`config.mk`:
```
export PLATFORM = sky130hd
export DESIGN_NAME = tick_counter20
export DESIGN_NICKNAME = d
export VERILOG_FILES = /design/src/rtl/tick_counter20.sv
export SDC_FILE = /design/constraint.sdc
export NUM_CORES = 1
export LEC_CHECK = 0
export CAP_MARGIN = 20
export CORE_MARGIN = 2
export CORE_UTILIZATION = 49
export DETAILED_ROUTE_END_ITERATION = 16
export GPL_TIMING_DRIVEN = 1
export PLACE_DENSITY_LB_ADDON = 0.2
export SLEW_MARGIN = 10
export SYNTH_ARGS = -nofsm -noshare
export SYNTH_HDL_FRONTEND = slang
export SYNTH_SLANG_ARGS = --single-unit
export TNS_END_PERCENT = 10
```
`constraint.sdc`:
```
create_clock -name i_clock -period 3.9 [get_ports i_clock]
set_clock_uncertainty 0.1 [all_clocks]
set_input_delay 0.78 -clock i_clock [delete_from_list [all_inputs] [get_ports i_clock]]
set_output_delay 0.78 -clock i_clock [all_outputs]
set_load 0.1 [all_outputs]
```
`src/rtl/tick_counter20.sv`:
```
// tick_counter20: up/down 0..MAXCOUNT counter stepped by mclk rising edges, with BCD and 7-segment outputs
//   i_clock     system clock, all state on its rising edge
//   i_reset     synchronous active-high reset
//   i_mclk      slow square wave synchronous to i_clock; rising edges step the count
//   i_en        count enable (edges seen while low are dropped)
//   i_up        direction, 1 = increment, 0 = decrement
//   i_clr       synchronous clear of count, overrides a step
//   o_count     binary count 0..MAXCOUNT
//   o_tens      BCD tens digit of o_count
//   o_ones      BCD ones digit of o_count
//   o_seg_tens  active-low {g,f,e,d,c,b,a} for o_tens
//   o_seg_ones  active-low {g,f,e,d,c,b,a} for o_ones
//   o_tick      one-cycle pulse after every detected mclk rising edge
//   o_wrap      one-cycle pulse after the count wraps in either direction
module tick_counter20 #(
  parameter int MAXCOUNT = 19
) (
  input  logic       i_clock,
  input  logic       i_reset,
  input  logic       i_mclk,
  input  logic       i_en,
  input  logic       i_up,
  input  logic       i_clr,
  output logic [6:0] o_count,
  output logic [3:0] o_tens,
  output logic [3:0] o_ones,
  output logic [6:0] o_seg_tens,
  output logic [6:0] o_seg_ones,
  output logic       o_tick,
  output logic       o_wrap
);
  localparam logic [6:0] MAX = 7'(MAXCOUNT);
  logic       r_mclk_d;
  logic [6:0] r_count;
  logic       r_tick;
  logic       r_wrap;
  logic       w_edge;
  logic       w_step;
  logic       w_top;
  // r_mclk_d resets high so an mclk already high at reset release is not an edge
  assign w_edge = i_mclk & ~r_mclk_d;
  assign w_step = w_edge & i_en & ~i_clr;
  assign w_top  = i_up ? (r_count == MAX) : (r_count == 7'd0);
  always_ff @(posedge i_clock) begin
    if (i_reset) begin
      r_mclk_d <= 1'b1;
      r_count  <= 7'd0;
      r_tick   <= 1'b0;
      r_wrap   <= 1'b0;
    end else begin
      r_mclk_d <= i_mclk;
      r_tick   <= w_edge;
      r_wrap   <= w_step & w_top;
      r_count  <= i_clr ? 7'd0 :
                  !w_step ? r_count :
                  w_top ? (i_up ? 7'd0 : MAX) :
                  i_up ? r_count + 7'd1 : r_count - 7'd1;
    end
  end
  function automatic logic [6:0] seg7(input logic [3:0] d);
    case (d)
      4'd0:    seg7 = 7'b1000000;
      4'd1:    seg7 = 7'b1111001;
      4'd2:    seg7 = 7'b0100100;
      4'd3:    seg7 = 7'b0110000;
      4'd4:    seg7 = 7'b0011001;
      4'd5:    seg7 = 7'b0010010;
      4'd6:    seg7 = 7'b0000010;
      4'd7:    seg7 = 7'b1111000;
      4'd8:    seg7 = 7'b0000000;
      4'd9:    seg7 = 7'b0010000;
      default: seg7 = 7'b1111111;
    endcase
  endfunction
  assign o_count    = r_count;
  assign o_tens     = 4'(r_count / 7'd10);
  assign o_ones     = 4'(r_count % 7'd10);
  assign o_seg_tens = seg7(o_tens);
  assign o_seg_ones = seg7(o_ones);
  assign o_tick     = r_tick;
  assign o_wrap     = r_wrap;
endmodule

```
==> metrics <==
status complete, no violations; area of the multi-input gates 0.00115 mm^2; worst-case reg-to-reg path depth 9; Max Cap Violations 0; Reg clk slew, reported paths 0.07 ns; Pins Over Slew Limit 0; count of cell types in the netlist 53; Post-synth EDFFs 0; post-synth top area cell dfxtp_1; CP max-delay cell dfxtp_4; CTS tree built; die height 56.7 um; fin crit period 3.75 ns; routed vias/inst 5.86; Seq/Total Area, Yosys 14.7%; Synth top area share 14.7%; hold crit path type reg2reg; routed len/inst 15.2 um; commonest non-fill, non-tap cells in the layout inv_1 (16), clkdlybuf4s50_1 (15), ha_1 (14), buf_12 (14), a21oi_1 (13); WS Path Type reg2out; Clock Latency Late Sink 0.28 ns; Buffers on Ports 36; Die Wd 56.7 um; worst hold path endpoint o_tick; HP Start r_mclk_d; storage element area 220 um^2; H-Tree Depth 1; Mapped Cells 176; Synthesis Warnings 0; hold buffers post-CTS 0; clk root buf clkbuf_4; pin count of the biggest net entering global routing 18; commonest non-fill, non-tap cell in the layout inv_1; async set or reset register ratio after synthesis 0%; unrepaired setup endpoints after global routing false; die area 0.00321 mm^2; first-pass GRT wire length 6.51 mm; dpl hpwl 2.94 mm; core area 0.00269 mm^2; Crit. End Element output port; Max clock buf depth 2; drt total wl 3.68 mm; placed cell area 0.00199 mm^2; CP arrival 2.87 ns; CP Launch Type flip-flop; R2R Path Start o_count[0]; Max Fclk 0.267 GHz; Max VDD drop 226 uV; Total Routing Usage GR 25.6%; antenna violation net count after detailed routing 0; largest cells by area after synthesis dfxtp_1 (15%), ha_1 (14%), a21oi_1 (7.4%); Critical Path RT 3.02 ns; CTS buffer count 3; P&R area growth vs syn 49.9%; vias in the first global route 1,479; R2R Setup Slk 1.62 ns; clock sink count 10; setup TNS 0 ns; Mean Syn Cell Area 7.72 um^2; initial core utilization 50.6%; initial antenna violation count 0; Syn Nets 198; critical path's top delay family compound AO/OA/AOI/OAI gates; CP Cell Sequence nor2b_2 -> o211ai_1 -> o211ai_2 -> inv_2 -> ha_4 -> o21ai_0 -> a21oi_1 -> o21ai_2 -> buf_4 -> ha_1 -> inv_1 -> nor2_1 -> a22oi_2 -> buf_12; Design Power 322 uW; hold slack 0.326 ns; period utilization 96.1%; max incr delay on CP 0.39 ns; vias 1,425; CP max FO 12; fillers 190; drc violations 0; DR iter-0 viols 24; Leak 0.000912 uW; hold path cells 1; Antenna diodes 0; Design Area, Final 0.00204 mm^2; # IOs 37; Least-Margin Pin Slew 0.982 ns; pwr dens 158 mW/mm^2; Cell Area, Synth 0.00136 mm^2; TritonRoute pass-1 iters 5; standard-cell rows 19; Critical path buffers and inverters 4; layout cells sized above 1 31.6%; worst rel slew slack 34.3%; final hold violations 0; post-layout net count 235; grt ovf 0; prevailing post-synth register cell dfxtp_1; final RePlAce weighted congestion 0.887; r2r endpoint o_count[6]; FF+latch count, synth 10; Final setup viols 0
-- cell families (layout without fill, tap and decap cells) --
family,count (synthesis),after routing,synth area share (%)
compound gates,58,58,29.9
xor+xnor,7,7,4.51
fa+ha+maj,16,16,15.3
buf+inv,27,63,9.21
flops,10,10,14.7
mux,8,8,6.17
simple gates,50,50,20.2
-- cells in the mapped netlist, types with 2 or more instances --
cell type	instances
a21o_1	5
buf_4	3
nor3_1	5
nand2b_1	3
a31oi_1	2
o21ai_1	2
xor2_1	2
nand4_1	2
a21oi_1	20
a211oi_1	3
nor3b_1	2
inv_1	18
ha_1	15
or2_2	3
nand3_1	4
nand2_1	9
clkbuf_1	2
dfxtp_1	10
o21ai_0	9
mux2i_1	7
nand3b_1	2
xnor2_1	5
nor2_1	13
-- layer usage --
layer | up-vias | track usage (%) | wire [um]
met5 | - | 0 | 0
met4 | 0 | 9.86 | 80
met3 | 9 | 2.76 | 159
met2 | 45 | 47.2 | 1950
met1 | 676 | 29.9 | 1490
li1 | 695 | - | -
-- per-stage QoR --
| step | worst slack (ns) | cells | util [%] |
|---|---|---|---|
| final | 0.153 | 243 | 75.8 |
| after CTS | 0.125 | 243 | 75.7 |
| after global routing | 0.000447 | 243 | 75.8 |
| after global placement | 0.451 | 238 | 74.1 |
| after floorplan | -0.461 | 176 | - |
| after detailed placement | 0.257 | 238 | 74.1 |
-- final cells by class --
class / instances / share of cell area (%)
well taps: 31 / 1.90
repair buffers: 40 / 25.2
clock buffers: 4 / 1.78
flip-flops and latches: 10 / 10.8
inverters: 19 / 3.69
multi-input cells: 139 / 56.6
-- registers in the layout, indices dropped and copies added, names as in the netlist --
signal,count
r_mclk_d,1
o_tick,1
o_wrap,1
o_count,7
-- report_power, final --
part,internal [uW],leakage [uW],switching (uW),total (uW)
Combinational,41.8,0.000806,78.5,120
Sequential,100,0.0000855,2.17,102
Clock,57.0,0.0000210,42.5,99.5
-- how the worst max path moves through the flow --
stage	slack [ns]	cells past startpoint	start	end
3_3_place_gp	0.45	13	o_count[4]	o_seg_ones[3]
2_1_floorplan	-0.46	9	o_count[4]	o_seg_ones[2]
5_1_grt	0.0004	14	o_count[6]	o_seg_ones[4]
4_1_cts	0.12	14	o_count[4]	o_seg_ones[4]
3_5_place_dp	0.26	13	o_count[4]	o_seg_ones[3]
6_report	0.15	14	o_count[6]	o_seg_ones[4]
-- repair_timing --
| item | in CTS | in global routing |
|---|---|---|
| endpoints found under the setup margin | 2 | 6 |
| pin swaps | 1 | 3 |
| resized for setup | 0 | 2 |
| setup buffers | 1 | 0 |
Power figures use the tool's default switching activity.
